File: config.mk
export PLATFORM = sky130hd
export DESIGN_NAME = trace_line_parser_flat
export DESIGN_NICKNAME = d
export VERILOG_FILES = /design/src/rtl/trace_pkg.sv /design/src/rtl/trace_line_parser_if.sv /design/src/rtl/trace_char_class.sv /design/src/rtl/trace_line_parser.sv /design/src/flat_wrapper.sv
export SDC_FILE = /design/constraint.sdc
export NUM_CORES = 1
export LEC_CHECK = 0
export CAP_MARGIN = 20
export CORE_MARGIN = 2
export CORE_UTILIZATION = 40
export DETAILED_ROUTE_END_ITERATION = 16
export GPL_TIMING_DRIVEN = 1
export PLACE_DENSITY = 0.56
export SYNTH_ARGS = -nofsm -noshare
export SYNTH_HDL_FRONTEND = slang
export SYNTH_SLANG_ARGS = --single-unit
File: constraint.sdc
create_clock -name clk -period 11.6 [get_ports clk]
set_input_delay 2.32 -clock clk [delete_from_list [all_inputs] [get_ports clk]]
set_output_delay 2.32 -clock clk [all_outputs]
set_load 0.01 [all_outputs]
File: src/rtl/trace_pkg.sv
// Shared types and constants for the trace line parser: op codes, parser
// states, ASCII constants and the decoded request record.
package trace_pkg;

    localparam int TRACE_TIME_W = 64;
    localparam int TRACE_CORE_W = 4;
    localparam int TRACE_ADDR_W = 34;

    typedef enum logic [1:0] {
        OP_READ   = 2'd0,
        OP_WRITE  = 2'd1,
        OP_IFETCH = 2'd2
    } op_e;

    typedef enum logic [2:0] {
        LINE_START = 3'd0,
        FIELD      = 3'd1,
        GAP        = 3'd2,
        EMIT       = 3'd3,
        DRAIN      = 3'd4
    } state_e;

    localparam logic [7:0] CH_NL  = 8'h0A;
    localparam logic [7:0] CH_CR  = 8'h0D;
    localparam logic [7:0] CH_SP  = 8'h20;
    localparam logic [7:0] CH_TAB = 8'h09;

    typedef struct packed {
        logic [TRACE_TIME_W-1:0] tstamp;
        logic [TRACE_CORE_W-1:0] core;
        op_e                     op;
        logic [TRACE_ADDR_W-1:0] addr;
    } trace_req_t;

endpackage

File: src/rtl/trace_line_parser_if.sv
// Character stream in, decoded request out. The byte source / request sink
// uses the master modport; the parser uses the slave modport.
interface trace_line_parser_if #(
    parameter int TIME_W = 64,
    parameter int CORE_W = 4,
    parameter int ADDR_W = 34
);
    logic              ch_valid;
    logic [7:0]        ch_data;
    logic              ch_ready;
    logic              req_valid;
    logic              req_ready;
    logic [TIME_W-1:0] req_time;
    logic [CORE_W-1:0] req_core;
    logic [1:0]        req_op;
    logic [ADDR_W-1:0] req_addr;

    modport master (
        output ch_valid, ch_data, req_ready,
        input  ch_ready, req_valid, req_time, req_core, req_op, req_addr
    );

    modport slave (
        input  ch_valid, ch_data, req_ready,
        output ch_ready, req_valid, req_time, req_core, req_op, req_addr
    );
endinterface

File: src/rtl/trace_char_class.sv
// Combinational ASCII classifier: digit, hex letter, whitespace, newline,
// carriage return, plus the hex nibble value of digits and a-f/A-F.
module trace_char_class
    import trace_pkg::*;
(
    input  logic [7:0] ch,
    output logic       is_dig,
    output logic       is_hex,
    output logic       is_ws,
    output logic       is_nl,
    output logic       is_cr,
    output logic [3:0] nibble
);
    logic is_lc;
    logic is_uc;

    // Classify the character and extract its hex value.
    always_comb begin
        is_dig = (ch >= 8'h30) && (ch <= 8'h39);
        is_lc  = (ch >= 8'h61) && (ch <= 8'h66);
        is_uc  = (ch >= 8'h41) && (ch <= 8'h46);
        is_hex = is_dig || is_lc || is_uc;
        is_ws  = (ch == CH_SP) || (ch == CH_TAB);
        is_nl  = (ch == CH_NL);
        is_cr  = (ch == CH_CR);
        // 'a'/'A' have low nibble 1, so +9 maps them onto 10.
        if (is_dig) begin
            nibble = ch[3:0];
        end else if (is_lc || is_uc) begin
            nibble = ch[3:0] + 4'd9;
        end else begin
            nibble = 4'd0;
        end
    end
endmodule

File: src/rtl/trace_line_parser.sv
// Streaming trace-line parser: one ASCII char per cycle in, one decoded
// request per valid "<time> <core> <op> <addr_hex>\n" line out.
// Optional feature: define TRACE_ECHO_EN to add echo_valid/echo_data, a
// registered copy of every accepted character.
module trace_line_parser
    import trace_pkg::*;
#(
    parameter int TIME_W = TRACE_TIME_W,
    parameter int CORE_W = TRACE_CORE_W,
    parameter int ADDR_W = TRACE_ADDR_W
) (
    input  logic               clk,
    input  logic               rst_n,
    trace_line_parser_if.slave bus,
    output logic               err_pulse,
    output logic [31:0]        line_cnt
`ifdef TRACE_ECHO_EN
    ,
    output logic               echo_valid,
    output logic [7:0]         echo_data
`endif
);
    // One accumulator serves every field; it must hold the widest one.
    localparam int ACC_W = (TIME_W > ADDR_W) ? TIME_W : ADDR_W;

    logic is_dig, is_hex, is_ws, is_nl, is_cr;
    logic [3:0] nibble;
    logic xfer;

    state_e            state_q, state_d;
    logic [1:0]        fi_q, fi_d;
    logic [ACC_W-1:0]  acc_q, acc_d;
    logic [TIME_W-1:0] time_q, time_d;
    logic [CORE_W-1:0] core_q, core_d;
    op_e               op_q, op_d;
    logic [ADDR_W-1:0] addr_q, addr_d;
    logic              ch_ready_q, ch_ready_d;
    logic              req_valid_q, req_valid_d;
    logic [TIME_W-1:0] req_time_q, req_time_d;
    logic [CORE_W-1:0] req_core_q, req_core_d;
    op_e               req_op_q, req_op_d;
    logic [ADDR_W-1:0] req_addr_q, req_addr_d;
    logic              err_q, err_d;
    logic [31:0]       line_cnt_q, line_cnt_d;

    logic [ACC_W-1:0]  acc_dec, acc_hex, acc_step, acc_start;
    logic              op_bad;
    logic              emit;
    logic [ADDR_W-1:0] emit_addr;

    trace_char_class u_class (
        .ch     (bus.ch_data),
        .is_dig (is_dig),
        .is_hex (is_hex),
        .is_ws  (is_ws),
        .is_nl  (is_nl),
        .is_cr  (is_cr),
        .nibble (nibble)
    );

    assign xfer = bus.ch_valid && ch_ready_q;

    // Next accumulator value for the current field and for a fresh field.
    always_comb begin
        acc_dec = acc_q * ACC_W'(10) + ACC_W'(nibble);
        acc_hex = {acc_q[ACC_W-5:0], nibble};
        // The op field saturates at 3 so an oversized value is still caught.
        unique case (fi_q)
            2'd2:    acc_step = (acc_dec > ACC_W'(3)) ? ACC_W'(3) : acc_dec;
            2'd3:    acc_step = acc_hex;
            default: acc_step = acc_dec;
        endcase
        // A field started from GAP with fi_q == 1 is the op field.
        if (fi_q == 2'd1 && nibble > 4'd3) begin
            acc_start = ACC_W'(3);
        end else begin
            acc_start = ACC_W'(nibble);
        end
        op_bad = (fi_q == 2'd2) && (acc_q[1:0] == 2'd3);
    end

    // Line-parsing state machine, field commit and request emission.
    always_comb begin
        // NOTE: every variable gets a default before any branch so no latch is inferred.
        state_d     = state_q;
        fi_d        = fi_q;
        acc_d       = acc_q;
        time_d      = time_q;
        core_d      = core_q;
        op_d        = op_q;
        addr_d      = addr_q;
        req_valid_d = req_valid_q;
        req_time_d  = req_time_q;
        req_core_d  = req_core_q;
        req_op_d    = req_op_q;
        req_addr_d  = req_addr_q;
        err_d       = 1'b0;
        line_cnt_d  = line_cnt_q;
        emit        = 1'b0;
        emit_addr   = addr_q;

        if (xfer && is_nl) begin
            line_cnt_d = line_cnt_q + 32'd1;
        end

        // Carriage returns are accepted but leave the parser untouched.
        if (xfer && !is_cr) begin
            unique case (state_q)
                LINE_START: begin
                    if (is_dig) begin
                        state_d = FIELD;
                        fi_d    = 2'd0;
                        acc_d   = ACC_W'(nibble);
                    end else if (!is_ws && !is_nl) begin
                        err_d   = 1'b1;
                        state_d = DRAIN;
                    end
                end
                FIELD: begin
                    if (is_dig || (is_hex && fi_q == 2'd3)) begin
                        acc_d = acc_step;
                    end else if (is_ws) begin
                        unique case (fi_q)
                            2'd0: time_d = acc_q[TIME_W-1:0];
                            2'd1: core_d = acc_q[CORE_W-1:0];
                            2'd2: op_d   = op_e'(acc_q[1:0]);
                            2'd3: addr_d = acc_q[ADDR_W-1:0];
                        endcase
                        if (op_bad) begin
                            err_d   = 1'b1;
                            state_d = DRAIN;
                        end else begin
                            state_d = GAP;
                        end
                    end else if (is_nl) begin
                        if (fi_q == 2'd3) begin
                            emit      = 1'b1;
                            emit_addr = acc_q[ADDR_W-1:0];
                        end else begin
                            err_d   = 1'b1;
                            state_d = LINE_START;
                        end
                    end else begin
                        err_d   = 1'b1;
                        state_d = DRAIN;
                    end
                end
                GAP: begin
                    if (is_nl) begin
                        if (fi_q == 2'd3) begin
                            emit = 1'b1;
                        end else begin
                            err_d   = 1'b1;
                            state_d = LINE_START;
                        end
                    end else if (is_hex && fi_q != 2'd3 && (is_dig || fi_q == 2'd2)) begin
                        state_d = FIELD;
                        fi_d    = fi_q + 2'd1;
                        acc_d   = acc_start;
                    end else if (!is_ws) begin
                        err_d   = 1'b1;
                        state_d = DRAIN;
                    end
                end
                DRAIN: begin
                    if (is_nl) begin
                        state_d = LINE_START;
                    end
                end
                default: ;
            endcase
        end

        if (state_q == EMIT && bus.req_ready) begin
            req_valid_d = 1'b0;
            state_d     = LINE_START;
        end

        if (emit) begin
            state_d     = EMIT;
            req_valid_d = 1'b1;
            req_time_d  = time_q;
            req_core_d  = core_q;
            req_op_d    = op_q;
            req_addr_d  = emit_addr;
        end

        // Stall the source for as long as a request is pending.
        ch_ready_d = (state_d != EMIT);
    end

    // State and output registers with synchronous active-low reset.
    always_ff @(posedge clk) begin
        // NOTE: sequential state uses non-blocking assignments so all flops update together.
        if (!rst_n) begin
            state_q     <= LINE_START;
            fi_q        <= 2'd0;
            acc_q       <= '0;
            time_q      <= '0;
            core_q      <= '0;
            op_q        <= OP_READ;
            addr_q      <= '0;
            ch_ready_q  <= 1'b0;
            req_valid_q <= 1'b0;
            req_time_q  <= '0;
            req_core_q  <= '0;
            req_op_q    <= OP_READ;
            req_addr_q  <= '0;
            err_q       <= 1'b0;
            line_cnt_q  <= '0;
        end else begin
            state_q     <= state_d;
            fi_q        <= fi_d;
            acc_q       <= acc_d;
            time_q      <= time_d;
            core_q      <= core_d;
            op_q        <= op_d;
            addr_q      <= addr_d;
            ch_ready_q  <= ch_ready_d;
            req_valid_q <= req_valid_d;
            req_time_q  <= req_time_d;
            req_core_q  <= req_core_d;
            req_op_q    <= req_op_d;
            req_addr_q  <= req_addr_d;
            err_q       <= err_d;
            line_cnt_q  <= line_cnt_d;
        end
    end

    assign bus.ch_ready  = ch_ready_q;
    assign bus.req_valid = req_valid_q;
    assign bus.req_time  = req_time_q;
    assign bus.req_core  = req_core_q;
    assign bus.req_op    = req_op_q;
    assign bus.req_addr  = req_addr_q;
    assign err_pulse     = err_q;
    assign line_cnt      = line_cnt_q;

`ifdef TRACE_ECHO_EN
    logic       echo_valid_q;
    logic [7:0] echo_data_q;

    // Registered copy of every accepted character, carriage returns included.
    always_ff @(posedge clk) begin
        if (!rst_n) begin
            echo_valid_q <= 1'b0;
            echo_data_q  <= 8'd0;
        end else begin
            echo_valid_q <= xfer;
            echo_data_q  <= bus.ch_data;
        end
    end

    assign echo_valid = echo_valid_q;
    assign echo_data  = echo_data_q;
`endif
endmodule

File: src/flat_wrapper.sv
// flat-port wrapper written by rule: the top's interface ports become plain ports
module trace_line_parser_flat import trace_pkg::*;
#(
    parameter int TIME_W = TRACE_TIME_W,
    parameter int CORE_W = TRACE_CORE_W,
    parameter int ADDR_W = TRACE_ADDR_W
)
  (clk, rst_n, err_pulse, line_cnt, bus_ch_valid, bus_ch_data, bus_req_ready, bus_ch_ready, bus_req_valid, bus_req_time, bus_req_core, bus_req_op, bus_req_addr);
  trace_line_parser_if #(.TIME_W(TIME_W), .CORE_W(CORE_W), .ADDR_W(ADDR_W)) bus_i ();
  input  logic clk;
  input  logic rst_n;
  output logic err_pulse;
  output logic [31:0] line_cnt;
  input wire logic [$bits(bus_i.ch_valid)-1:0] bus_ch_valid;
  input wire logic [$bits(bus_i.ch_data)-1:0] bus_ch_data;
  input wire logic [$bits(bus_i.req_ready)-1:0] bus_req_ready;
  output wire logic [$bits(bus_i.ch_ready)-1:0] bus_ch_ready;
  output wire logic [$bits(bus_i.req_valid)-1:0] bus_req_valid;
  output wire logic [$bits(bus_i.req_time)-1:0] bus_req_time;
  output wire logic [$bits(bus_i.req_core)-1:0] bus_req_core;
  output wire logic [$bits(bus_i.req_op)-1:0] bus_req_op;
  output wire logic [$bits(bus_i.req_addr)-1:0] bus_req_addr;
  assign bus_i.ch_valid = bus_ch_valid;
  assign bus_i.ch_data = bus_ch_data;
  assign bus_i.req_ready = bus_req_ready;
  assign bus_ch_ready = bus_i.ch_ready;
  assign bus_req_valid = bus_i.req_valid;
  assign bus_req_time = bus_i.req_time;
  assign bus_req_core = bus_i.req_core;
  assign bus_req_op = bus_i.req_op;
  assign bus_req_addr = bus_i.req_addr;
  trace_line_parser #(.TIME_W(TIME_W), .CORE_W(CORE_W), .ADDR_W(ADDR_W)) u_core (.clk(clk), .rst_n(rst_n), .bus(bus_i), .err_pulse(err_pulse), .line_cnt(line_cnt));
endmodule
=== After elaboration in Yosys (flattened, before gate mapping) ===
Cells that the tools add are included.

* Add/subtract/negate cells: 4
* Multipliers: 1
* Order comparisons: 8
* Eq/ne operators: 18
* Multiplexer cells: 54
* Bitwise operators: 1
* Reductions and logical operators: 34

{| class="wikitable"
|+ Operators by type and width
! kind !! count
|-
| two-way mux 64 bit || 5
|-
| two-way mux 34 bit || 6
|-
| case mux 64 bit (3 select lines) || 1
|-
| case mux 64 bit (2 select lines) || 1
|-
| adder 64 x 4 -> 64 bit || 1
|-
| greater-than comparator 64 x 2 -> 1 bit, second input constant || 1
|-
| multiplier 64 x 3 -> 63 bit, second input constant || 1
|-
| two-way mux 3 bit || 14
|-
| adder 32 x 1 -> 32 bit, second input constant || 1
|-
| == test 8 x 4 -> 1 bit, second input constant || 3
|-
| AND reduction 5 bit || 4
|-
| two-way mux 1 bit || 17
|-
| >= comparator 8 x 7 -> 1 bit, second input constant || 2
|-
| <= comparator 8 x 7 -> 1 bit, second input constant || 2
|-
| logical AND 1 bit || 13
|-
| two-way mux 4 bit || 3
|-
| case mux 3 bit (4 select lines) || 1
|-
| == test 8 x 6 -> 1 bit, second input constant || 1
|-
| >= comparator 8 x 6 -> 1 bit, second input constant || 1
|-
| <= comparator 8 x 6 -> 1 bit, second input constant || 1
|-
| == test 2 bit, second input constant || 3
|-
| == test 3 x 2 -> 1 bit, second input constant || 2
|-
| logical OR 1 bit || 6
|-
| two-way mux 2 bit || 3
|-
| other kinds (21) || 27
|}

* Bits in registers: 312
* Input port bits: 12

=== Logic depth before layout (Yosys ltp) ===
Gate-level depths: netlist of run 1.

* Depth in word-level cells: 13
* Gate-level depth with buffers: 25

=== Hierarchy ===
From an unflattened synthesis of run 1, not the netlist that was laid out.

* Cell total of the unflattened synthesis: 2,650
* Area total of the unflattened synthesis: 20,572.2 sq um

{| class="wikitable"
|+ Modules (own cells, without submodules)
! module !! times used !! cells an instance !! area an instance (sq um) !! sequential area each (sq um)
|-
| trace_line_parser || 1 || 2,611 || 20,287.0 || 6,246.0
|-
| trace_char_class || 1 || 39 || 285.3 || 0.0
|}

=== Least setup slack after synthesis of run 1 ===
Ideal clock, no wire load.

* Kind: input -> register
* Start point: input port bus_ch_data[1]
* End point: register u_core.acc_q[0]
* Setup time: 0.129 ns
* Arrival time: 6.772 ns
* Data required time: 11.471 ns
* Slack: 4.699 ns
* Cell stages on the path: 23
* Buffers on the path: 2
* Path through: inv_1 -> ha_1 -> nor2_1 -> nand2_1 -> and4_1 -> nand2_1 -> o21ai_0 -> fa_1 -> a21oi_1 -> nor2_1 -> nand3_1 -> nor4_1 -> and2_1 -> clkbuf_1 -> and3_1 -> and2_0 -> clkbuf_1 -> nand3_2 -> nor3_2 -> a211oi_1 -> or3_1 -> o311ai_2 -> a21oi_1

* Cells in the longest elaborated chain, start to end: 11

{| class="wikitable"
|+ Ends and longest elaborated chain
! element !! line !! source
|-
| from (decl) || flat_wrapper.sv:15 || <nowiki>input wire logic [$bits(bus_i.ch_data)-1:0] bus_ch_data;</nowiki>
|-
| >= comparator 8 x 7 -> 1 bit, or another cell as far along || trace_char_class.sv:20 || <nowiki>is_lc = (ch >= 8'h61) && (ch <= 8'h66);</nowiki>
|-
| logical AND 1 bit, on equally long branches || trace_char_class.sv:20, trace_char_class.sv:21 ||
|-
| logical OR 1 bit || trace_char_class.sv:29 || <nowiki>end else if (is_lc || is_uc) begin</nowiki>
|-
| two-way mux 4 bit || trace_char_class.sv:29 ||
|-
| two-way mux 4 bit || trace_char_class.sv:27 || <nowiki>if (is_dig) begin</nowiki>
|-
| adder 64 x 4 -> 64 bit or greater-than comparator 4 x 2 -> 1 bit (tied branches) || trace_line_parser.sv:65, trace_line_parser.sv:74 ||
|-
| greater-than comparator 64 x 2 -> 1 bit or logical AND 1 bit (tied branches) || trace_line_parser.sv:69, trace_line_parser.sv:74 ||
|-
| two-way mux 64 bit or two-way mux 4 bit (tied branches) || trace_line_parser.sv:69, trace_line_parser.sv:74 ||
|-
| case mux 64 bit (2 select lines) or two-way mux 64 bit (tied branches) || trace_line_parser.sv:68, trace_line_parser.sv:156 ||
|-
| two-way mux 64 bit, on equally long branches || trace_line_parser.sv:120, trace_line_parser.sv:149 ||
|-
| case mux 64 bit (3 select lines) || trace_line_parser.sv:108 || <nowiki>unique case (state_q)</nowiki>
|-
| to (signal assigned) || trace_line_parser.sv:198 || <nowiki>acc_q <= '0;</nowiki>
|-
| to (signal assigned) || trace_line_parser.sv:214 || <nowiki>acc_q <= acc_d;</nowiki>
|-
| to (decl) || trace_line_parser.sv:32 || <nowiki>logic [ACC_W-1:0] acc_q, acc_d;</nowiki>
|}

Parallel ways exist; a longest one is shown, timed or not. The select of a mux whose other input is x is not followed.
A chain may end at the register's enable or synchronous reset.

=== Final worst setup path of run 1 ===
* Start point: input port bus_ch_data[0]
* End point: register u_core.acc_q[0]

The elaborated chain is that of the path after synthesis.

==> out/results.tsv, run 1 <==
stage	metric	value	unit
status	status	finished clean	
placement	Placed Cells	3285	
placement	port bufs	150	
floorplan	Die Width	230	um
global_routing	most used routing layer	met1	
placement	post-place setup slack	3020	ps
timing	fin. max-slew vios	0	
clock_tree	cts hold-fix bufs	0	
timing	setup TNS	0	ps
timing	Fmax	123	MHz
synth	synth warn	0	
clock_tree	CTS tree	yes	
global_routing	met3 usage	3.19	%
global_routing	antenna violations before repair	0	
global_routing	GR Util All Layers	25.5	%
drt	ANT nets after route	0	
floorplan	full die area	0.0530	sq mm
timing	fin crit period	8130	ps
setup_path	R2R depth	17	
clock_tree	CTS clock-pin slew for the worst setup and hold paths	60	ps
power	Leak	8.73	nW
drt	Pre-antenna DRT Iters	6	
power	sequential share of power	48.2	%
timing	hold slack final	455	ps
placement	Area after DPL	0.0223	sq mm
synth	cell count after synthesis	2616	
setup_path	Slowest cell on crit path	nor4_1	
placement	routability cong.	0.941	
setup_path	r2r setup slk	4840	ps
timing	crit share post-route	70.1	%
timing	Final Hold Violating Endpoints	0	
floorplan	number of top-level pins	151	
setup_path	Worst Setup End Kind	flip-flop	
global_routing	met1 usage	38.6	%
run	max cap viols	0	
layout	synth-to-layout area growth	14.3	%
power	internal power	1.73	mW
layout	nets	2795	
clock_tree	Clock Sinks	312	
drt	wire per inst	20.7	um
synth	Main synth FF type	dfxtp_1	
synth	sequential-to-total area share from yosys stat	30.5	%
drt	1st-iter DRT viols	1617	
global_routing	GR Overflow Total	0	
timing	Final setup viols	0	
floorplan	initial core utilization	40.7	%
setup_path	startpoint types	input port	
synth	Avg Cell Area, Syn	7.83	sq um
setup_path	Reg2Reg Launch Point	u_core.acc_q[1]$_SDFFE_PN0P_	
global_routing	met2 usage	38.4	%
synth	Synth async-reset ratio	0	%
clock_tree	CTS max path bufs	3	
power	Clock power frac	49.1	%
layout	Non-Filler Instances	3346	
layout	diode count	0	
power	Pwr Density	95.3	mW/mm^2
clock_tree	CTS Buf Count	35	
setup_path	CP max FO	8	
worst_hold_path	class of the worst hold path	flip-flop to flip-flop	
floorplan	DIE HEIGHT	230	um
setup_path	critical setup path kind	input port to flip-flop	
drt	via count	19400	
clock_tree	H-tree levels	2	
drt	DR DRC count	0	
setup_path	CP peak stage delay	790	ps
setup_path	Worst EP required	11990	ps
global_routing	largest net degree at the start of global routing	124	
drt	Total Routed Length	69400	um
timing	Slew HR	18.9	%
layout	Final Util	46.5	%
power	Total Power	2.23	mW
placement	dpl hpwl	52600	um
power	net switching power	500	uW
drt	Vias/cell	5.79	
global_routing	vias in the first global route	18100	
setup_path	CP cell instances	clkdlybuf4s50_1, ha_1, nor2_1, o21ai_0, nand4_1, o21ai_0, ha_1, fa_1, a21oi_1, nor2_1, nand3_1, nor4_1, nand2_1, nor4_2, nand2_1, or4_1, mux2i_1, nand4_1, o311ai_2, a21oi_1	
clock_tree	setup bufs post-CTS	0	
worst_hold_path	Hold Crit Depth	2	
synth	Post-Syn Area	0.0205	sq mm
setup_path	reg-to-reg endpoint	u_core.acc_q[0]$_SDFFE_PN0P_	
timing	Least-Margin Pin Slew	1210	ps
clock_tree	Clock Latency Late Sink	530	ps
synth	Post-synth EDFFs	0	
clock_tree	Post-CTS Resized	0	
floorplan	Rows	82	
worst_hold_path	Hold Startpoint	u_core.time_q[56]$_SDFFE_PN0P_	
synth	Net Count, Synth	2761	
clock_tree	Root Driver	clkbuf_16	
worst_hold_path	Hold Crit Endpoint	u_core.bus.req_time[56]$_SDFFE_PN0P_	
timing	setup repair after global routing missed its margin	no	
power	Switching Fraction	22.4	%
power	Max VDD drop	85.1	uV
floorplan	Core Box Area	0.0504	sq mm
global_routing	first-pass GRT wire length	108000	um
layout	cell area after layout	0.0234	sq mm
timing	Clock Skews	18.7	ps
setup_path	Worst EP arrival	8520	ps
synth	Synth cell types	92	
timing	fin worst setup slack	3470	ps
power	Comb pwr share	2.7	%
synth	Seq cells post-synth	312	
layout	share of post-route cells with drive strength above 1	4.23	%
cells in the final DEF (no fill, tap or decap), types with 9 or more instances in the layout:
master	count
or3_1	17
and2_1	46
a31oi_1	16
nor3_1	44
nand3_1	57
and4_1	13
and3_1	35
nor2_1	115
dfxtp_1	312
xnor2_1	83
mux2i_1	43
o211ai_1	11
a21oi_1	107
ha_1	130
inv_1	29
o21ai_0	116
buf_4	13
a211o_1	9
o21ai_1	17
xor2_1	42
o21a_1	14
nor4_1	20
a21o_1	27
clkbuf_16	35
a22oi_1	64
a211oi_1	19
nand2_1	559
nand4_1	55
clkdlybuf4s50_1	149
nor2b_1	50
a21boi_0	190
a22o_1	9
nand2b_1	17
o211a_1	39
o31ai_1	10
kinds of logic (layout without fill, tap and decap cells):
family                     Yosys count  in the layout  share of synthesized area (%)
and+or+nand+nor                   1086           1086                           25.2
AOI/OAI and AO/OA                  719            719                           24.6
DFF                                312            312                           30.5
buffers and inverters              195            253                           3.85
adders and majority gates          133            133                           8.20
xor gates and xnor gates           125            125                           5.34
muxes                               46             46                           2.27
critical path, delay by kind of cell:
family                     cells  cell delay (ps)
and+or+nand+nor               10             3430
buffers and inverters          1              600
adders and majority gates      3              810
AOI/OAI and AO/OA              5             1180
muxes                          1              170
per-layer routing:
layer,part of all wire [%],up-vias,routed length (um)
met5,0,-,0
met4,1.8,0,1250
met3,6.1,71,4200
met2,42,565,29300
met1,50,9327,34600
li1,-,9419,-
worst max path at each step:
stage,to,from,slack [ps]
after floorplan,u_core.acc_q[0]$_SDFFE_PN0P_,bus_ch_data[1],4700
after global routing,u_core.acc_q[0]$_SDFFE_PN0P_,bus_ch_data[0],2900
final,u_core.acc_q[0]$_SDFFE_PN0P_,bus_ch_data[0],3470
after detailed placement,u_core.acc_q[0]$_SDFFE_PN0P_,bus_ch_data[0],3020
after CTS,u_core.acc_q[0]$_SDFFE_PN0P_,bus_ch_data[0],3550
after global placement,u_core.acc_q[0]$_SDFFE_PN0P_,bus_ch_data[0],3190
registers in the layout, indices dropped and copies added, names as in the netlist:
register and count:
u_core.bus.req_time 64, u_core.err_pulse 1, u_core.time_q 64, u_core.bus.req_core 4, u_core.op_q 2, u_core.bus.req_op 2
u_core.bus.req_valid 1, u_core.acc_q 64, u_core.state_q 3, u_core.bus.ch_ready 1, u_core.fi_q 2, u_core.addr_q 34
u_core.line_cnt 32, u_core.core_q 4, u_core.bus.req_addr 34
area by class of cell:
class                      count  area (sq um)
multi-input combinational   2109         13500
fill                        5147         27000
clock inverter                12           120
inverter                      29           109
tap                          672           841
sequential                   312          6250
timing repair buffer         163          1600
clock buffer                  49          1010
power groups by stage:
| stage | clock network [mW] | registers, mW | logic [mW] |
|---|---|---|---|
| after floorplan | 0 | 1.10 | 0.0411 |
| after global placement | 0 | 1.10 | 0.0588 |
| after detailed placement | 0 | 1.10 | 0.0589 |
| after CTS | 1.12 | 1.08 | 0.0592 |
| after global routing | 1.17 | 1.08 | 0.0643 |
| final | 1.10 | 1.08 | 0.0592 |
synthesized netlist by cell type (20+ instances only):
cell,count,area (sq um)
a21boi_0,190,1430
ha_1,131,1640
and3_1,35,219
nor4_1,20,125
nor2_1,116,435
buf_2,24,120
o211a_1,39,390
xor2_1,42,368
o21ai_0,116,581
a21o_1,27,203
a22oi_1,64,480
nor3_1,44,220
nand3_1,57,285
and2_1,48,300
dfxtp_1,312,6250
nand2_1,560,2100
xnor2_1,83,727
clkbuf_1,125,469
nand4_1,55,344
mux2i_1,43,430
a21oi_1,107,536
nor2b_1,50,313
inv_1,29,109
Note: power is estimated with default switching activity, not from simulation.
==> inputs of run 2 (changes only) <==
--- a/config.mk
+++ b/config.mk
@@ -10,7 +10,7 @@
 export CORE_UTILIZATION = 40
 export DETAILED_ROUTE_END_ITERATION = 16
 export GPL_TIMING_DRIVEN = 1
-export PLACE_DENSITY = 0.56
+export PLACE_DENSITY = 0.58
 export SYNTH_ARGS = -nofsm -noshare
 export SYNTH_HDL_FRONTEND = slang
 export SYNTH_SLANG_ARGS = --single-unit
==> constraint.sdc (replaced) <==
create_clock -name clk -period 7.2 [get_ports clk]
set_input_delay 1.44 -clock clk [delete_from_list [all_inputs] [get_ports clk]]
set_output_delay 1.44 -clock clk [all_outputs]
set_load 0.01 [all_outputs]
==> run 2 against run 1 <==
  * Sequential power increased by 60%
  * Critical path type unchanged
  * Critical endpoint is now u_core.acc_q[1]$_SDFFE_PN0P_
  * Register-to-register slack worse by 4100 ps
  * Clock power rose by 60%
  * Die area did not move
  * Design area rose by 0.84%
  * Setup slack worse by 3100 ps
  * Clock skew down 3.7 ps
  * Critical path depth stayed put
==> out/results.tsv, run 2 (synthesized netlist as in run 1, its figures left out) <==
stage	metric	value	unit
layout	Fill cells	5052	
setup_path	r2r setup slk	710	ps
power	Pwr Density	152	mW/mm^2
setup_path	CP peak stage delay	630	ps
floorplan	full die area	0.0530	sq mm
timing	Final setup viols	0	
power	net switching power	781	uW
placement	dpl hpwl	52700	um
power	Switching Fraction	21.8	%
setup_path	Worst Setup End Kind	flip-flop	
clock_tree	setup bufs post-CTS	0	
clock_tree	CTS max path bufs	3	
setup_path	startpoint types	input port	
drt	Vias/cell	5.77	
timing	Least-Margin Pin Slew	1030	ps
layout	cell area after layout	0.0236	sq mm
drt	ANT nets after route	0	
layout	commonest non-fill, non-tap cell in the layout	nand2_1	
placement	post-place setup slack	-36.5	ps
layout	diode count	0	
status	status	finished clean	
power	Comb pwr share	2.7	%
timing	fin crit period	6870	ps
timing	Final Hold Violating Endpoints	0	
power	Leak	8.86	nW
placement	routability cong.	0.986	
setup_path	Reg2Reg Launch Point	u_core.acc_q[3]$_SDFFE_PN0P_	
clock_tree	Clock Latency Late Sink	520	ps
floorplan	Core Box Area	0.0504	sq mm
placement	Area after DPL	0.0225	sq mm
global_routing	vias in the first global route	18300	
setup_path	reg-to-reg endpoint	u_core.acc_q[1]$_SDFFE_PN0P_	
drt	Pre-antenna DRT Iters	5	
global_routing	largest net degree at the start of global routing	131	
global_routing	GR Overflow Total	0	
timing	setup repair after global routing missed its margin	no	
clock_tree	H-tree levels	2	
power	Total Power	3.59	mW
timing	fin. max-slew vios	0	
drt	1st-iter DRT viols	1512	
drt	via count	19400	
timing	Clock Skews	15.0	ps
clock_tree	CTS tree	yes	
floorplan	number of top-level pins	151	
global_routing	GR Util All Layers	25.4	%
global_routing	first-pass GRT wire length	107000	um
floorplan	Rows	82	
floorplan	Die Width	230	um
timing	fin worst setup slack	328	ps
global_routing	antenna violations before repair	0	
clock_tree	cts hold-fix bufs	0	
setup_path	Worst EP required	7590	ps
run	max cap viols	0	
clock_tree	Post-CTS Resized	0	
power	sequential share of power	48.2	%
drt	wire per inst	20.5	um
drt	DR DRC count	0	
clock_tree	CTS clock-pin slew for the worst setup and hold paths	60	ps
clock_tree	Clock Sinks	312	
setup_path	CP cell instances	clkdlybuf4s50_1, ha_1, nor2_1, o21ai_0, nand4_1, o21ai_0, ha_1, fa_1, a21oi_1, nor2_1, nand3_1, nor4_1, nand2_1, or3_1, o31ai_1, nand4_1, nor4_1, nand4_1, o311ai_2, a21oi_1	
worst_hold_path	class of the worst hold path	flip-flop to flip-flop	
clock_tree	Root Driver	clkbuf_16	
setup_path	critical setup path kind	input port to flip-flop	
layout	share of post-route cells with drive strength above 1	5.08	%
floorplan	DIE HEIGHT	230	um
power	Clock power frac	49.1	%
setup_path	Slowest cell on crit path	nor4_1	
worst_hold_path	Hold Crit Endpoint	u_core.addr_q[10]$_SDFFE_PN0P_	
worst_hold_path	Hold Crit Depth	2	
timing	crit share post-route	95.4	%
setup_path	CP max FO	6	
drt	Total Routed Length	69200	um
placement	port bufs	150	
setup_path	critical path's most frequent cell	nand4_1	
clock_tree	CTS Buf Count	34	
layout	most frequent cells in the layout	nand2_1, dfxtp_1, a21boi_0, clkdlybuf4s50_1, ha_1	
setup_path	Worst EP arrival	7260	ps
worst_hold_path	Hold Startpoint	u_core.addr_q[10]$_SDFFE_PN0P_	
floorplan	initial core utilization	40.7	%
power	internal power	2.81	mW
layout	nets	2819	
power	Max VDD drop	107	uV
layout	synth-to-layout area growth	15.2	%
setup_path	R2R depth	17	
timing	Slew HR	30.4	%
timing	Fmax	146	MHz
-- run 2: cell types whose count changed in the layout (fill, tap and decap cells not counted), sizes merged --
cell	before	now
buf	14	39
clkbuf	49	46
clkinv	6	10
inv	33	30
bufinv	1	3
-- run 2: metal layers --
layer	part of all wire [%]	track usage (%)	routed length [um]	vias to the layer above
met2	42	38.4	29400	537
met3	5.3	2.84	3700	71
li1	-	-	-	9496
met4	1.7	5.44	1190	0
met1	51	38.5	35000	9339
met5	0	0	0	-
-- run 2: worst max-delay path by stage --
| stage | start | to |
|---|---|---|
| 2_1_floorplan | bus_ch_data[1] | u_core.acc_q[0]$_SDFFE_PN0P_ |
| 3_3_place_gp | bus_ch_data[0] | u_core.acc_q[0]$_SDFFE_PN0P_ |
| 3_5_place_dp | bus_ch_data[0] | u_core.acc_q[0]$_SDFFE_PN0P_ |
| 4_1_cts | bus_ch_data[1] | u_core.acc_q[0]$_SDFFE_PN0P_ |
| 5_1_grt | bus_ch_data[1] | u_core.acc_q[1]$_SDFFE_PN0P_ |
| 6_report | bus_ch_data[0] | u_core.acc_q[1]$_SDFFE_PN0P_ |
-- run 2: critical path, delay by kind of cell --
kind,cells,cell delay (ps)
fa+ha+maj,3,850
buf+inv,1,610
compound gates,6,1610
simple gates,10,2740
-- run 2: final cells by class --
class	instances	area, sq um	share of cell area (%)
clock buffers	46	957	4.05
clock inverters	15	160	0.678
inverters	29	109	0.461
multi-input cells	2109	13500	57.1
flip-flops and latches	312	6250	26.5
well taps	672	841	3.56
repair buffers	188	1810	7.66
-- run 2: power groups by stage --
stage | Clock, mW | Sequential, mW | Combinational (mW)
4_1_cts | 1.80 | 1.73 | 0.0956
6_report | 1.76 | 1.73 | 0.0959
2_1_floorplan | 0 | 1.77 | 0.0662
3_5_place_dp | 0 | 1.77 | 0.0952
3_3_place_gp | 0 | 1.77 | 0.0942
5_1_grt | 1.86 | 1.73 | 0.104
-- run 2: per-stage QoR --
step / hold slack (ps) / util, % / std cells / TNS, ps
4_1_cts: 464 / 46.8 / 3370 / 0
3_3_place_gp: 449 / 44.6 / 3309 / 0
2_1_floorplan: 440 / - / 2616 / 0
5_1_grt: 480 / 46.9 / 3371 / 0
6_report: 461 / 46.9 / 3371 / 0
3_5_place_dp: 456 / 44.6 / 3309 / -64.2
==> inputs of run 3 (changes only) <==
--- a/config.mk
+++ b/config.mk
@@ -7,10 +7,11 @@
 export LEC_CHECK = 0
 export CAP_MARGIN = 20
 export CORE_MARGIN = 2
-export CORE_UTILIZATION = 40
+export CORE_UTILIZATION = 35
 export DETAILED_ROUTE_END_ITERATION = 16
-export GPL_TIMING_DRIVEN = 1
-export PLACE_DENSITY = 0.58
+export GPL_ROUTABILITY_DRIVEN = 0
+export GPL_TIMING_DRIVEN = 0
+export PLACE_DENSITY = 0.52
 export SYNTH_ARGS = -nofsm -noshare
 export SYNTH_HDL_FRONTEND = slang
 export SYNTH_SLANG_ARGS = --single-unit
==> run 3 against run 2 <==
  * Global-route usage shrank 2.7 points
  * Clock skew shrank 7.6 ps
  * Critical path depth rose by 4
  * Maximum frequency rose by 0.51%
  * Clock power is 2% lower
  * Power down 0.87%
  * Sequential share of layout area down 0.53 points
  * Design area increased by 2.1%
  * Via count increased by 1.7%
  * Core utilization decreased by 5.2 points
  * Largest cell class unchanged
  * Highest routed layer unchanged
==> out/results.tsv, run 3 (synthesized netlist as in run 1, its figures left out) <==
stage	metric	value	unit
status	status	finished clean	
layout	synth-to-layout area growth	17.6	%
layout	Non-Filler Instances	3589	
floorplan	initial core utilization	35.4	%
drt	via count	19800	
timing	Final Hold Violating Endpoints	0	
global_routing	largest net degree at the start of global routing	16	
global_routing	GR Util All Layers	22.7	%
power	Max VDD drop	221	uV
clock_tree	CTS tree	yes	
timing	Slew HR	25.5	%
floorplan	number of top-level pins	151	
layout	nets	2945	
placement	dpl hpwl	57500	um
placement	Placed Cells	3529	
floorplan	Core Box Area	0.0578	sq mm
power	Leak	9.02	nW
clock_tree	H-tree levels	1	
placement	Area after DPL	0.0229	sq mm
layout	commonest non-fill, non-tap cell in the layout	nand2_1	
setup_path	startpoint types	input port	
run	max cap viols	0	
drt	wire per inst	19.8	um
clock_tree	Clock Sinks	312	
layout	Final Util	41.7	%
global_routing	vias in the first global route	18900	
timing	fin. max-slew vios	0	
setup_path	Worst EP arrival	7280	ps
floorplan	Die Width	246	um
layout	diode count	0	
timing	setup repair after global routing missed its margin	no	
layout	share of post-route cells with drive strength above 1	4.57	%
timing	crit share post-route	95.0	%
clock_tree	CTS max path bufs	3	
clock_tree	Root Driver	clkbuf_16	
floorplan	DIE HEIGHT	246	um
timing	Fmax	146	MHz
floorplan	Rows	88	
global_routing	GR Overflow Total	0	
global_routing	first-pass GRT wire length	109000	um
clock_tree	CTS clock-pin slew for the worst setup and hold paths	60	ps
drt	Total Routed Length	70900	um
placement	port bufs	148	
timing	fin worst setup slack	363	ps
timing	Least-Margin Pin Slew	1110	ps
setup_path	Worst Setup End Kind	flip-flop	
timing	fin crit period	6840	ps
setup_path	CP max FO	8	
drt	DR DRC count	0	
timing	Final setup viols	0	
worst_hold_path	class of the worst hold path	flip-flop to flip-flop	
drt	1st-iter DRT viols	1509	
drt	ANT nets after route	0	
clock_tree	cts hold-fix bufs	0	
floorplan	full die area	0.0605	sq mm
layout	most frequent cells in the layout	nand2_1, dfxtp_1, a21boi_0, clkdlybuf4s50_1, ha_1	
placement	post-place setup slack	-1240	ps
timing	Clock Skews	7.33	ps
clock_tree	CTS Buf Count	31	
drt	Pre-antenna DRT Iters	5	
setup_path	Worst EP required	7650	ps
layout	cell area after layout	0.0241	sq mm
power	Pwr Density	148	mW/mm^2
setup_path	critical setup path kind	input port to flip-flop	
drt	Vias/cell	5.51	
global_routing	antenna violations before repair	0	
clock_tree	Clock Latency Late Sink	570	ps
power	Total Power	3.56	mW
==> run 3: changes by cell type in the layout (fill, tap and decap cells not counted), sizes merged <==
| cell | change |
|---|---|
| bufinv | +1 |
| clkinvlp | +2 |
| clkdlybuf4s50 | -1 |
| buf | +5 |
| clkinv | -3 |
| clkbuf | +121 |
==> run 3: worst paths after layout <==
kind	startpoint	endpoint	slack [ps]	cells after the start
max	bus_ch_data[0]	u_core.acc_q[1]$_SDFFE_PN0P_	360	24
min	u_core.addr_q[10]$_SDFFE_PN0P_	u_core.addr_q[10]$_SDFFE_PN0P_	460	2
max reg2reg	u_core.acc_q[3]$_SDFFE_PN0P_	u_core.acc_q[1]$_SDFFE_PN0P_	520	18
min reg2reg	u_core.addr_q[10]$_SDFFE_PN0P_	u_core.addr_q[10]$_SDFFE_PN0P_	460	2
==> run 3: report_power, final <==
group / switching, mW / internal [mW]
Combinational: 0.0712 / 0.0392
Clock: 0.705 / 1.02
Sequential: 0.00213 / 1.73
Total: 0.778 / 2.78
==> run 3: routing by layer <==
metal | track usage [%] | wire [um] | part of all wire [%] | vias up
met4 | 5.94 | 1640 | 2.3 | 0
li1 | - | - | - | 9741
met1 | 32.0 | 34200 | 48 | 9352
met2 | 37.0 | 31700 | 45 | 572
met5 | 0 | 0 | 0 | -
met3 | 1.66 | 3380 | 4.8 | 100
==> run 3: critical path, stage by stage <==
cell and delay [ps]:
clkdlybuf4s50_1 580, inv_1 160, ha_1 210, nor2_1 50
o21ai_0 200, nand4_1 310, o21ai_2 310, ha_1 240
fa_1 280, a21oi_1 120, nor2_1 170, nand3_1 270
nor4_4 320, and2_1 180, clkbuf_1 320, and3_1 280
and2_0 140, clkbuf_2 220, nand3_2 170, o31ai_1 310
o2111a_1 230, nand4_1 230, o311ai_4 380, a21oi_1 120
==> run 3: cell type report <==
type / count / area (sq um)
repair buffers: 151 / 1500
clock inverters: 15 / 189
clock buffers: 42 / 897
fillers: 5974 / 33700
well taps: 765 / 957
flip-flops and latches: 312 / 6250
plain buffers: 166 / 681
inverters: 29 / 109
multi-input cells: 2109 / 13500
==> run 3: metrics by stage <==
stage	setup TNS, ps	hold WS [ps]
5_1_grt	0	477
6_report	0	460
3_3_place_gp	-5220	448
2_1_floorplan	0	440
4_1_cts	0	464
3_5_place_dp	-7030	455
==> run 3: timing repair <==
item                       CTS  global route
setup endpoints to repair    2             2
cloned                       0             0
pin swaps                    0             2
resized for setup            6             7
setup buffers                0             3
==> RTL change: new RTL, config.mk and constraints of run 3 <==
The 5 states of `state_e` get a one-hot encoding in 5 bits.
--- a/src/rtl/trace_pkg.sv
+++ b/src/rtl/trace_pkg.sv
@@ -12,12 +12,12 @@
         OP_IFETCH = 2'd2
     } op_e;
 
-    typedef enum logic [2:0] {
-        LINE_START = 3'd0,
-        FIELD      = 3'd1,
-        GAP        = 3'd2,
-        EMIT       = 3'd3,
-        DRAIN      = 3'd4
+    typedef enum logic [4:0] {
+        LINE_START = 5'b00001,
+        FIELD      = 5'b00010,
+        GAP        = 5'b00100,
+        EMIT       = 5'b01000,
+        DRAIN      = 5'b10000
     } state_e;
 
     localparam logic [7:0] CH_NL  = 8'h0A;
Formal check against the unedited RTL: same outputs for any inputs over 4 cycles, from zero or initial values and one cycle with rst_n low; so few cycles prove little.
==> RTL change against run 3 <==
- cell area is 1.3% lower
- clock power is 10% lower
- wire length is 0.37% lower
- sequential cell count is 2 higher
- power is 5.4% lower
- worst setup slack worse by 46 ps
- maximum frequency is 0.66% lower
- worst hold slack worse by 5.7 ps
- synthesized cell count is 0.61% higher
- area after synthesis is 1.5% lower
- global-route usage is 0.17 points higher
- largest cell class unchanged
==> RTL change: results <==
metrics = {
    "synth": {
        "synth_fp_nets": 2777,
        "post_synth_main_area_contributors": "sky130_fd_sc_hd__dfxtp_1, sky130_fd_sc_hd__nand2_1, sky130_fd_sc_hd__ha_1",
        "ys_dominant_reg_cell": "sky130_fd_sc_hd__dfxtp_1",
        "synth_area_leader_cell": "sky130_fd_sc_hd__dfxtp_1",
        "part_of_the_yosys_area_used_for_sequential_elements": 0.311,
        "leading_cell_types_by_count_after_synthesis": "sky130_fd_sc_hd__nand2_1, sky130_fd_sc_hd__dfxtp_1, sky130_fd_sc_hd__a21oi_1, sky130_fd_sc_hd__nor2_1, sky130_fd_sc_hd__ha_1",
        "ys.warnings.count": 0,
        "asyncSetResetFlopFracSynth": 0,
        "netlist-cell-type-count": 102,
    },
    "clock_network": {
        "path_clk_slew_ps": 60,
        "clock_latency_ps": 580,
        "htreeDepth": 1,
        "clockRootBuffer": "sky130_fd_sc_hd__clkbuf_16",
        "cts_inserted_buffers": 30,
        "cts_max_path_buffers": 3,
    },
    "global_routing": {
        "grt_usage": 0.228,
        "grt_pass1_wl_microns": 109000,
        "antenna_found_initial": 0,
        "first_global_vias": 19142,
        "global_route.usage.met3": 0.0148,
        "gr-usage-met2": 0.393,
        "globalRouteMet1Util": 0.305,
        "grt_max_degree": 16,
    },
    "cells_and_area": {
        "drive_above_1_share": 0.0647,
        "design.final.nets": 2968,
        "fillers": 5918,
        "antennaDiodeCount": 0,
    },
    "power_and_ir_drop": {
        "irDropWorstVdd_uv": 196,
        "p_leak_uw": 0.00830,
        "internal-power_uw": 2620,
    },
    "critical_path": {
        "crit-reg2reg-launch": "u_core.acc_q[3]$_SDFFE_PN0P_",
        "r2r_slack_ps": 430,
        "rr_worst_depth": 18,
        "worst-path-max-fanout": 10,
        "critical_path_arrival_ps": 7360,
        "slowest_delay_ps": 590,
        "r2r-end": "u_core.acc_q[58]$_SDFFE_PN0P_",
        "critical-path-slowest-cell": "sky130_fd_sc_hd__clkdlybuf4s50_1",
    },
    "timing": {
        "fin_worst_skew_ps": 15.3,
        "worst-slew-pin-transition_ps": 1060,
    },
    "place": {
        "port_buffers": 149,
        "post-dp-hpwl_microns": 57000,
        "detailedPlace.worstSlack_ps": -1670,
    },
    "min_path": {
        "hold_start": "u_core.addr_q[16]$_SDFFE_PN0P_",
        "hold_path_stages": 2,
        "holdCritPathClass": "flop to flop",
        "hold_path_end": "u_core.addr_q[16]$_SDFFE_PN0P_",
    },
    "route": {
        "drt-pass1-iter-count": 5,
        "route.detailed.wl_per_inst_microns": 19.6,
        "dr.first_iter.drc_count": 1618,
        "detail_route.vias_per_cell": 5.54,
    },
    "outcome": {
        "status": "finished clean",
    },
}
[RTL change: logic make-up after synthesis]
| group | synth area share |
|---|---|
| flip-flops | 0.311 |
| XOR/XNOR | 0.0572 |
| multiplexers | 0.0261 |
| buffers and inverters | 0.0380 |
| adder cells (fa/ha/maj) | 0.0832 |
| AO/OA/AOI/OAI | 0.225 |
| AND/OR/NAND/NOR | 0.259 |
[RTL change: cell type report]
type | count | share of cell area
multi-input combinational | 2140 | 0.558
sequential | 314 | 0.264
timing repair buffer | 160 | 0.0661
tap | 765 | 0.0402
clock buffer | 43 | 0.0357
buffer | 147 | 0.0274
inverter | 30 | 0.00473
clock inverter | 9 | 0.00368
[RTL change: stage by stage]
step	cell area, sq um	instances	util	hold slack (ps)
final	23800	3608	0.415	454
after global routing	23800	3608	0.415	470
after CTS	23600	3603	0.412	455
after detailed placement	22600	3547	0.395	447
after global placement	22600	3546	0.395	442
after floorplan	20200	2632	-	425
[RTL change: worst max path at each step]
stage,startpoint,end,slack [ps],depth (start not counted)
floorplan,bus_ch_data[1],u_core.acc_q[56]$_SDFFE_PN0P_,490,23
global placement,bus_ch_data[1],u_core.acc_q[60]$_SDFFE_PN0P_,-1560,24
detailed placement,bus_ch_data[1],u_core.acc_q[58]$_SDFFE_PN0P_,-1670,24
CTS,bus_ch_data[1],u_core.acc_q[58]$_SDFFE_PN0P_,10,25
global route,bus_ch_data[1],u_core.acc_q[58]$_SDFFE_PN0P_,-60,26
finish,bus_ch_data[1],u_core.acc_q[58]$_SDFFE_PN0P_,320,26
[RTL change: worst max-delay path, delay by kind of cell]
family | cells | cell delay [ps]
buf+inv | 5 | 1140
xor+xnor | 1 | 170
fa+ha+maj | 2 | 540
simple gates | 11 | 2630
compound gates | 7 | 1430
[RTL change: power by group through the flow]
stage,logic (uW),registers [uW],clock network (uW)
2_1_floorplan,50.7,1780,0
3_3_place_gp,84.9,1780,0
3_5_place_dp,85.9,1780,0
4_1_cts,87.2,1740,1570
5_1_grt,96.2,1740,1630
6_report,88.9,1740,1540
[RTL change: layer usage]
metal,share of wire,vias up
li1,-,9808
met1,0.46,9502
met2,0.47,560
met3,0.043,105
met4,0.029,0
met5,0,-
[RTL change: timing repair]
action                     CTS  global route
resized for setup           11            20
setup endpoints to repair   21            21
buffers inserted             4             5
pin swaps                    4            10
